==> src/rtl/replay_buffer_cfg_pkg.sv <==
// Shared sizing helpers and default-width types for the runtime-configurable replay buffer.
package replay_pkg;

   function automatic int clog2_min1(input int n);
      return (n <= 1) ? 1 : $clog2(n);
   endfunction

   localparam int DEF_MAX_LEN = 16;
   localparam int DEF_MAX_REP = 8;
   localparam int DEF_LW      = clog2_min1(DEF_MAX_LEN);
   localparam int DEF_RW      = clog2_min1(DEF_MAX_REP);

   typedef logic [DEF_LW:0]   ptr_t;
   typedef logic [DEF_LW-1:0] len_t;
   typedef logic [DEF_RW-1:0] rep_t;

endpackage

==> src/rtl/replay_buffer_cfg_seq_counter.sv <==
// Counter with a runtime terminal count: wraps to zero on the increment that sees cnt==tc.
module seq_counter
   import replay_pkg::*;
#(
   parameter int N_W = 4
) (
   input  logic           clk,
   input  logic           clr,
   input  logic           inc,
   input  logic [N_W-1:0] tc,
   output logic [N_W-1:0] cnt,
   output logic           last,
   output logic           wrap
);

   assign last = (cnt == tc);
   assign wrap = inc && last;

   always_ff @(posedge clk) begin
      if (clr)
         cnt <= '0;
      else if (inc)
         cnt <= last ? '0 : cnt + 1'b1;
   end

endmodule

==> src/rtl/replay_buffer_cfg.sv <==
// Stores a LEN-item sequence and replays it REP times; LEN/REP are loaded per job via a config handshake.
module replay_buffer_cfg
   import replay_pkg::*;
#(
   parameter  int MAX_LEN = 16,
   parameter  int MAX_REP = 8,
   parameter  int W       = 8,
   localparam int LW      = clog2_min1(MAX_LEN),
   localparam int RW      = clog2_min1(MAX_REP)
) (
   input  logic          clk,
   input  logic          rst,
   input  logic [LW-1:0] cfg_len,
   input  logic [RW-1:0] cfg_rep,
   input  logic          cfg_vld,
   output logic          cfg_rdy,
   input  logic [W-1:0]  idat,
   input  logic          ivld,
   output logic          irdy,
   output logic [W-1:0]  odat,
   output logic          ovld,
   input  logic          ordy,
   output logic          olast,
   output logic          ofin
);

   localparam int          DEPTH      = 2**LW;
   localparam logic [LW:0] DEPTH_P    = (LW+1)'(DEPTH);
   localparam logic [LW:0] LEN_MAX_M1 = (LW+1)'(MAX_LEN-1);
   localparam logic [RW:0] REP_MAX_M1 = (RW+1)'(MAX_REP-1);

   logic [W-1:0]  mem [DEPTH];
   logic [LW:0]   wp, rp, fp, occ;
   logic [LW-1:0] len_r, item_cnt;
   logic [RW-1:0] rep_r, rep_cnt;
   logic          item_last, item_wrap, rep_last, rep_wrap;
   logic          wr, cfg_acc, rd, vld, shift;

   assign occ     = wp - fp;
   assign irdy    = (occ != DEPTH_P);
   assign wr      = ivld && irdy;
   assign cfg_rdy = (wp == fp) && (item_cnt == '0) && (rep_cnt == '0);
   assign cfg_acc = cfg_vld && cfg_rdy;
   assign rd      = !ovld || ordy;
   assign vld     = (rp != wp);
   assign shift   = rd && vld;

   seq_counter #(.N_W(LW)) u_item_cnt (
      .clk(clk), .clr(rst), .inc(shift), .tc(len_r),
      .cnt(item_cnt), .last(item_last), .wrap(item_wrap)
   );

   seq_counter #(.N_W(RW)) u_rep_cnt (
      .clk(clk), .clr(rst), .inc(item_wrap), .tc(rep_r),
      .cnt(rep_cnt), .last(rep_last), .wrap(rep_wrap)
   );

   // Write side / pointer control: entries are freed only while the final repetition drains
   always_ff @(posedge clk) begin
      if (rst) begin
         wp    <= '0;
         rp    <= '0;
         fp    <= '0;
         len_r <= LW'(MAX_LEN-1);
         rep_r <= '0;
      end else begin
         if (cfg_acc) begin
            len_r <= cfg_len;
            rep_r <= cfg_rep;
         end
         if (wr)
            wp <= wp + 1'b1;
         if (shift) begin
            rp <= (item_last && !rep_last) ? rp - {1'b0, len_r} : rp + 1'b1;
            if (rep_last)
               fp <= fp + 1'b1;
         end
      end
   end

   always_ff @(posedge clk) begin
      if (wr)
         mem[wp[LW-1:0]] <= idat;
   end

   // Read stage: fully registered output, held while the consumer stalls
   always_ff @(posedge clk) begin
      if (rst) begin
         ovld  <= 1'b0;
         olast <= 1'b0;
         ofin  <= 1'b0;
      end else if (rd) begin
         ovld  <= vld;
         olast <= item_wrap;
         ofin  <= rep_wrap;
      end
   end

   always_ff @(posedge clk) begin
      if (rd)
         odat <= mem[rp[LW-1:0]];
   end

   cfg_len_legal: assert property (@(posedge clk) disable iff (rst)
      cfg_acc |-> ({1'b0, cfg_len} <= LEN_MAX_M1));
   cfg_rep_legal: assert property (@(posedge clk) disable iff (rst)
      cfg_acc |-> ({1'b0, cfg_rep} <= REP_MAX_M1));

endmodule

==> config.mk <==
export PLATFORM = sky130hd
export DESIGN_NAME = replay_buffer_cfg
export DESIGN_NICKNAME = d
export VERILOG_FILES = /design/src/rtl/replay_buffer_cfg_pkg.sv /design/src/rtl/replay_buffer_cfg_seq_counter.sv /design/src/rtl/replay_buffer_cfg.sv
export SDC_FILE = /design/constraint.sdc
export NUM_CORES = 1
export LEC_CHECK = 0
export ABC_AREA = 1
export CAP_MARGIN = 40
export CORE_ASPECT_RATIO = 2
export CORE_MARGIN = 1.5
export CORE_UTILIZATION = 35
export CTS_BUF_LIST = sky130_fd_sc_hd__clkbuf_8
export CTS_CLUSTER_DIAMETER = 60
export CTS_CLUSTER_SIZE = 20
export DETAILED_ROUTE_END_ITERATION = 8
export GPL_TIMING_DRIVEN = 0
export PLACE_DENSITY = 0.59
export SLEW_MARGIN = 20
export SYNTH_ARGS = -nofsm -noshare
export SYNTH_HDL_FRONTEND = slang
export SYNTH_HIERARCHICAL = 1
export SYNTH_SLANG_ARGS = --single-unit
==> constraint.sdc <==
create_clock -name clk -period 3.99 [get_ports clk]
set_clock_uncertainty 0.2 [all_clocks]
set_input_delay 0.5985 -clock clk [delete_from_list [all_inputs] [get_ports clk]]
set_output_delay 0.5985 -clock clk [all_outputs]
set_load 0.01 [all_outputs]
Word-level counts from Yosys, hierarchy flattened. Memories as Yosys holds them, arrays and structs flattened. A register that Yosys moved wholly into a read port is not among the register bits. Index checks and enable logic that the tools add are counted.

Register bits after elaboration: 32. Memory bits (writable): 128. Logic and storage cells: 42. Memories kept: 1.

Memories: mem (words 16, width 8, read ports 1, clocked after Yosys merged registers in 1, wr ports 1, line replay_buffer_cfg.sv:32) `logic [W-1:0] mem [DEPTH];`.

$add $sub $neg: 7. Equality and inequality tests: 5. Muxes and demuxes: 5. Reduce and logical (&&, ||, !) cells: 14.

Operators with widths (count): adder 5 x 1 -> 5 bit (second input constant) (3); logical AND 1 bit (8); equality test 5 bit (1); two-way mux 5 bit (1); != test 5 bit (1); != test 5 bit (second input constant) (1); subtractor 5 x 4 -> 5 bit (1); subtractor 5 bit (1); adder 4 x 1 -> 4 bit (second input constant) (1); equality test 4 bit (1); logical NOT 4 bit (1); two-way mux 4 bit (1); adder 3 x 1 -> 3 bit (second input constant) (1); equality test 3 bit (1); logical NOT 3 bit (1); two-way mux 3 bit (1); logical NOT 1 bit (2); two-way mux 1 bit (2); AND reduction 2 bit (1); logical OR 1 bit (1).

Depth between registers and ports, before layout. Gate-level depths: netlist (run 1).

Depth after elaboration: 5. Gate-level depth with buffers: 15. Mapped depth without buffers: 15.

By module. The synthesis (run 1) kept the hierarchy.

By module, submodules not included: replay_buffer_cfg (times used 1, cells each 584, area an instance 6837.8 sq um, seq. area each 4584.4 sq um); seq_counter (u_item_cnt) (times used 1, cells each 47, area an instance 291.5 sq um, seq. area each 80.1 sq um); seq_counter (u_rep_cnt) (times used 1, cells each 28, area an instance 203.9 sq um, seq. area each 60.1 sq um).

Worst setup path after synthesis (run 1). No wires, ideal clock.

Path kind: reg2reg. Start: register fp[2]. End: memory mem[12][0] (enable). Data arrival time: 1.948 ns. Required time: 3.407 ns. Slack: 1.459 ns. Cell stages (with the launch flop): 13. Path buffers: 1. Clock period less this slack: 2.531 ns. Cell sequence: dfxtp_1 inv_1 ha_1 nand2_1 inv_1 nand2_1 nand2_1 nand2_1 nand2_1 nand3_2 nand2_4 buf_6 nor3_1.

Word-level cells in the longest chain between the ends: 5.

Ends and longest elaborated chain: start, declared (line replay_buffer_cfg.sv:33) `logic [LW:0] wp, rp, fp, occ;`; start signal, assigned (line replay_buffer_cfg.sv:76) `fp <= fp + 1'b1;`; subtractor 5 bit (line replay_buffer_cfg.sv:39) `assign occ = wp - fp;`; != test 5 bit (line replay_buffer_cfg.sv:40) `assign irdy = (occ != DEPTH_P);`; logical AND 1 bit (line replay_buffer_cfg.sv:41) `assign wr = ivld && irdy;`; two-way mux 1 bit (line replay_buffer_cfg.sv:82) `if (wr)`; two-way mux 1 bit (not written as such) (line replay_buffer_cfg.sv:83) `mem[wp[LW-1:0]] <= idat;`; end, declared (line replay_buffer_cfg.sv:32).

Every way passes these cells.

Worst setup path in the final report (run 1).
Start: register wp[0]. End: output port irdy.

Word-level cells in the longest chain between the ends: 2.

Ends and longest elaborated chain: start, declared (line replay_buffer_cfg.sv:33); start signal, assigned (line replay_buffer_cfg.sv:72) `wp <= wp + 1'b1;`; subtractor 5 bit (line replay_buffer_cfg.sv:39); != test 5 bit (line replay_buffer_cfg.sv:40); end, declared (line replay_buffer_cfg.sv:19) `output logic irdy,`.

Every way passes these cells.

==> impl_metrics.py, run 1 <==
metrics = {
    "clock_tree": {
        "cts_setup_buffers": 0,
        "hold_buffers": 0,
        "root_buffer": "clkbuf_8",
        "clk_pin_slew_ps": 90,
        "cts_tree": "built",
        "cts_resized": 0,
        "htree_levels": 4,
        "cts_buffers": 17,
        "clockBufferDepth": 2,
        "insertion_delay_ps": 460,
        "cts.sinks": 168,
    },
    "floorplanning": {
        "io_pins": 33,
        "fp-row-count": 74,
        "die_h_um": 207.7,
        "start_util": 0.3584,
        "core_mm2": 0.02046,
        "die-area_mm2": 0.02188,
        "fp.dieW_um": 105.4,
    },
    "grt": {
        "grt_antenna_before_repair": 0,
        "grt_pass1_vias": 5099,
        "track_usage": 0.1875,
        "grt_start_max_net_pins": 17,
        "grt_pass1_wl_mm": 29.61,
        "grt_overflow": 0,
    },
    "worst_setup_path": {
        "path_cells": "inv_1, ha_1, inv_1, nand2_1, nand2_1, nand2_1, a21oi_1, nand3_2, buf_6, clkdlybuf4s50_1",
        "path_depth": 10,
        "endpoint_kind": "output port",
        "required_ps": 3190,
        "rrSetupSlack_ps": 1120,
        "slowest_stage": "dfxtp_1",
        "crit_buf_inv": 4,
        "cpPeakStageDelay_ps": 480,
        "cp_data_arrival_time_ps": 2580,
        "cp_common_cell": "nand2_1",
        "path_max_fanout": 10,
        "r2r_end": "mem[5][0]",
        "crit_type": "reg2out",
        "r2r_cells": 12,
        "r2r_start": "wp[0]",
        "endpoint": "irdy",
        "crit_family": "buffers and inverters",
        "startpoint_type": "register",
        "startpoint": "wp[0]",
    },
    "synth": {
        "syn-mean-instance-area_um2": 11.13,
        "synthDistinctLibCells": 41,
        "synth_area_mm2": 0.007333,
        "synth_cells": 659,
        "synth_edf_count": 136,
        "ys.flop_type": "edfxtp_1",
        "syn-num-nets": 695,
        "ys_ff_latch": 168,
        "yosysSeqAreaShare": 0.6443,
        "async_reset_ff_frac": 0,
        "ys_warn_count": 6,
    },
    "sta": {
        "tns_ps": 0,
        "tightest_slew_ps": 843.1,
        "min_period_ps": 3374,
        "min_period_over_period": 0.8457,
        "slew_viol_final": 0,
        "setup_viol": 0,
        "hold_viol_final": 0,
        "max_slew_margin": 0.4349,
        "fmax_mhz": 296.3,
        "rsz0062_at_grt": "false",
    },
    "place": {
        "dp_hpwl_mm": 14.20,
        "dpl_cell_area_mm2": 0.008087,
        "numPortBuffers": 32,
        "placed_cells": 962,
        "globalplace.congestion": 0.8322,
    },
    "layout": {
        "mostFrequentLayoutCell": "edfxtp_1",
        "fin_cells": 997,
        "mostFrequentLayoutCells": "edfxtp_1 (136), nor2_1 (96), nand2_1 (72)",
        "synthToLayoutAreaGrowth_pct": 15.94,
        "fill_cells": 1935,
        "post-route-util": 0.4155,
        "finalNetCount": 754,
        "stdcell_area_mm2": 0.008502,
        "layout-drive-gt1-share": 0.1259,
        "antennaDiodeCount": 0,
    },
    "drt": {
        "drt_pass1_iterations": 5,
        "drt_iter0_drc": 303,
        "via_count": 5126,
        "wl_mm": 19.66,
        "vias_per_cell": 5.141,
        "wire_per_inst_um": 19.72,
        "ant_nets": 0,
        "drc": 0,
    },
    "power": {
        "p_clk_frac": 0.236,
        "internal-power_w": 0.003183,
        "p_per_area_mw_per_mm2": 598.7,
        "seqPwrFrac": 0.427,
        "leakagePower_nw": 2.992,
        "pwr-share-comb": 0.337,
        "ir_drop_v": 0.0002620,
        "sw_frac_of_total": 0.3746,
        "power.switching_w": 0.001906,
    },
    "flow_run": {
        "drv_cap": 0,
    },
    "min_path": {
        "hold_class": "reg2reg",
    },
    "run_status": {
        "outcome": "finished, final reports clean",
    },
}
[worst min-delay path, delay by kind of cell (launching register included)]
| kind | cells | cell delay (ps) |
|---|---|---|
| compound gates | 1 | 60 |
| buf+inv | 1 | 50 |
| flops | 1 | 330 |
[per-stage QoR]
step / power, W / worst slack (ps) / hold slack, ps
4_1_cts: 0.005120 / 567.0 / 281.7
3_3_place_gp: 0.003905 / 612.7 / 263.2
6_report: 0.005090 / 615.5 / 276.8
3_5_place_dp: 0.003937 / 633.9 / 266.9
2_1_floorplan: 0.003236 / 1459 / 246.9
5_1_grt: 0.005361 / 416.7 / 300.0
[power by group through the flow]
| stage | sequential, W | combinational (W) | clock (W) |
|---|---|---|---|
| 5_1_grt | 0.00219 | 0.00189 | 0.00129 |
| 2_1_floorplan | 0.00221 | 0.00103 | 0 |
| 4_1_cts | 0.00218 | 0.00173 | 0.00122 |
| 3_3_place_gp | 0.00221 | 0.00169 | 0 |
| 6_report | 0.00217 | 0.00171 | 0.00120 |
| 3_5_place_dp | 0.00222 | 0.00172 | 0 |
[state kept, by name, summed over array words and instances (netlist names)]
| register | cells |
|---|---|
| rp | 5 |
| fp | 5 |
| len_r | 4 |
| rep_r | 3 |
| ofin | 1 |
| u_rep_cnt/cnt | 3 |
| mem | 128 |
| odat | 8 |
| wp | 5 |
| ovld | 1 |
| u_item_cnt/cnt | 4 |
| olast | 1 |
[final cells by class]
class,instances,area [µm²],share of cell area
Sequential cell,168,4725,0.5557
Multi-Input combinational cell,406,2310,0.2717
Timing Repair Buffer,40,385.4,0.04533
Tap cell,266,332.8,0.03915
Clock buffer,17,234.0,0.02752
Inverter,54,205.2,0.02414
Buffer,31,158.9,0.01869
Clock inverter,15,151.4,0.01781
[synth_stat cells, types with 2 or more instances]
master	count	area, µm²
clkbuf_1	17	63.81
buf_2	10	50.05
xor2_1	10	87.58
nand2_1	72	270.3
nand3_1	28	140.1
nor3_1	17	85.08
and2_1	2	12.51
xnor2_1	7	61.31
o221ai_1	27	236.5
a21oi_1	18	90.09
buf_6	4	45.04
inv_1	48	180.2
o211ai_1	5	37.54
dfxtp_1	32	640.6
inv_2	4	15.01
nor2_1	96	360.4
o21ai_1	3	15.01
nand2_4	2	22.52
ha_1	15	187.7
nand4_1	3	18.77
edfxtp_1	136	4084
o22ai_1	5	31.28
o21ai_0	68	340.3
nor3_2	2	20.02
nand2_2	7	43.79
a211oi_1	3	22.52
nand3_2	4	40.04
[worst min path at each step]
stage,cells past startpoint,slack [ps],from,to
global route,2,300,rep_r[2],rep_r[2]
finish,2,280,rep_r[2],rep_r[2]
global placement,2,260,rep_r[2],rep_r[2]
CTS,2,280,rep_r[2],rep_r[2]
floorplan,2,250,rep_r[0],rep_r[0]
detailed placement,2,270,rep_r[0],rep_r[0]
[cells by family after synthesis]
family                     count (synthesis)  synth area share
and+or+nand+nor                          240            0.1474
DFF                                      168            0.6443
AOI/OAI and AO/OA                        132            0.1087
buffers and inverters                     85           0.04965
xor gates and xnor gates                  17           0.02030
adders and majority gates                 16           0.02832
muxes                                      1          0.001365
[routing by layer]
| layer | part of all wire | vias up | track usage |
|---|---|---|---|
| met5 | 0 | - | 0 |
| met4 | 0.063 | 0 | 0.1209 |
| met3 | 0.035 | 45 | 0.03516 |
| met2 | 0.57 | 162 | 0.3631 |
| met1 | 0.33 | 2472 | 0.1728 |
| li1 | - | 2447 | - |
Power figures use the tool's default switching activity.
==> run 2, diff against run 1 <==
- clock period: 3.99 -> 3.2 ns (I/O delays scaled with it)
==> impl_metrics.py, run 2 (synthesized netlist as in run 1, its figures left out) <==
metrics = {
    "floorplanning": {
        "die-area_mm2": 0.02188,
        "fp.dieW_um": 105.4,
        "start_util": 0.3584,
        "die_h_um": 207.7,
        "io_pins": 33,
        "fp-row-count": 74,
        "core_mm2": 0.02046,
    },
    "min_path": {
        "hold_end": "rep_r[2]",
        "hold_path_depth": 2,
        "hold_class": "reg2reg",
        "hp-start": "rep_r[2]",
    },
    "flow_run": {
        "drv_cap": 0,
    },
    "worst_setup_path": {
        "crit_type": "reg2out",
        "r2r_cells": 12,
        "path_max_fanout": 6,
        "r2r_start": "fp[3]",
        "rrSetupSlack_ps": 400,
        "startpoint_type": "register",
        "r2r_end": "mem[4][4]",
        "required_ps": 2520,
        "endpoint_kind": "output port",
        "cp_data_arrival_time_ps": 2340,
    },
    "drt": {
        "drt_pass1_iterations": 5,
        "via_count": 5113,
        "drt_iter0_drc": 306,
        "drc": 0,
        "wire_per_inst_um": 19.62,
        "ant_nets": 0,
        "wl_mm": 19.58,
        "vias_per_cell": 5.123,
    },
    "clock_tree": {
        "clockBufferDepth": 2,
        "cts_tree": "built",
        "cts_buffers": 17,
        "hold_buffers": 0,
        "root_buffer": "clkbuf_8",
        "htree_levels": 4,
        "cts.sinks": 168,
        "clk_pin_slew_ps": 90,
        "insertion_delay_ps": 460,
    },
    "grt": {
        "grt_antenna_before_repair": 0,
        "track_usage": 0.1875,
        "grt_pass1_wl_mm": 29.61,
        "grt_start_max_net_pins": 17,
        "grt_overflow": 0,
        "grt_pass1_vias": 5099,
    },
    "power": {
        "p_total_w": 0.006353,
        "p_per_area_mw_per_mm2": 745.7,
        "leakagePower_nw": 2.999,
        "ir_drop_v": 0.0003208,
    },
    "sta": {
        "max_slew_margin": 0.4248,
        "min_period_ps": 3022,
        "fmax_mhz": 330.9,
        "setup_ws_ps": 177.9,
        "slew_viol_final": 0,
        "min_period_over_period": 0.9444,
        "setup_viol": 0,
        "hold_viol_final": 0,
        "tightest_slew_ps": 858.1,
        "rsz0062_at_grt": "false",
        "tns_ps": 0,
    },
    "run_status": {
        "outcome": "finished, final reports clean",
    },
    "place": {
        "numPortBuffers": 32,
        "globalplace.congestion": 0.8322,
        "place_ws_ps": -37.57,
        "dp_hpwl_mm": 14.20,
    },
    "layout": {
        "layout-drive-gt1-share": 0.1311,
        "mostFrequentLayoutCell": "edfxtp_1",
        "mostFrequentLayoutCells": "edfxtp_1 (136), nor2_1 (96), nand2_1 (72)",
        "antennaDiodeCount": 0,
        "largest_reg_flops": 128,
        "finalNetCount": 755,
        "synthToLayoutAreaGrowth_pct": 16.17,
    },
}
[run 2: cell types whose count changed in the layout (fill, tap and decap cells not counted)]
cell | previous run | this run
dfxtp_1 | 32 | 30
dfxtp_2 | 0 | 2
buf_4 | 6 | 7
clkdlybuf4s50_1 | 32 | 31
dlymetal6s2s_1 | 0 | 1
nor3_1 | 4 | 3
nor3_2 | 15 | 16
[run 2: cell type report]
cell class | instances | area, µm²
buffer | 31 | 158.9
clock buffer | 17 | 234.0
clock inverter | 15 | 151.4
fill | 1930 | 11940
inverter | 54 | 205.2
multi-input combinational | 406 | 2315
sequential | 168 | 4727
tap | 266 | 332.8
timing repair buffer | 41 | 395.4
[run 2: timing repair]
| item | in CTS | in global routing |
|---|---|---|
| setup buffers | 0 | 1 |
| gates resized for setup | 1 | 3 |
| endpoints found under the hold margin | 0 | 0 |
| pin swaps | 0 | 1 |
| setup endpoints to repair | 2 | 2 |
[run 2: report_power, final]
part           total [W]  internal [W]  switching, W  leakage (nW)
combinational    0.00215      0.000708       0.00145          1.32
sequential       0.00271       0.00258      0.000128          1.50
clock            0.00149      0.000693      0.000797         0.179
[run 2: critical path, cell delays in order, from the launching register on]
cell and delay (ps):
dfxtp_2 410, inv_1 130, ha_1 290, nand2_1 70, nor3_2 180, and2_1 140
buf_2 130, clkdlybuf4s50_1 540
[run 2: worst max-delay path by stage]
| stage | from | endpoint | cells past startpoint |
|---|---|---|---|
| finish | wp[0] | cfg_rdy | 7 |
| detailed placement | ordy | ofin | 11 |
| CTS | fp[2] | irdy | 11 |
| global route | wp[0] | cfg_rdy | 7 |
| global placement | wp[0] | mem[11][7] | 12 |
| floorplan | fp[2] | mem[12][0] | 12 |
[run 2: routing by layer]
metal | wire length (µm) | part of all wire | global-route usage
met1 | 6469 | 0.33 | 0.1728
met5 | 0 | 0 | 0
met4 | 1178 | 0.060 | 0.1209
met2 | 11240 | 0.57 | 0.3631
met3 | 698 | 0.036 | 0.03516
[run 2: through the flow]
| stage | area [µm²] | std cells | hold slack, ps | utilization |
|---|---|---|---|---|
| 2_1_floorplan | 7333 | 659 | 246.9 | - |
| 3_3_place_gp | 7986 | 957 | 263.2 | 0.3903 |
| 3_5_place_dp | 8087 | 962 | 266.9 | 0.3952 |
| 4_1_cts | 8473 | 994 | 281.7 | 0.4141 |
| 5_1_grt | 8519 | 998 | 300.0 | 0.4164 |
| 6_report | 8519 | 998 | 276.8 | 0.4164 |
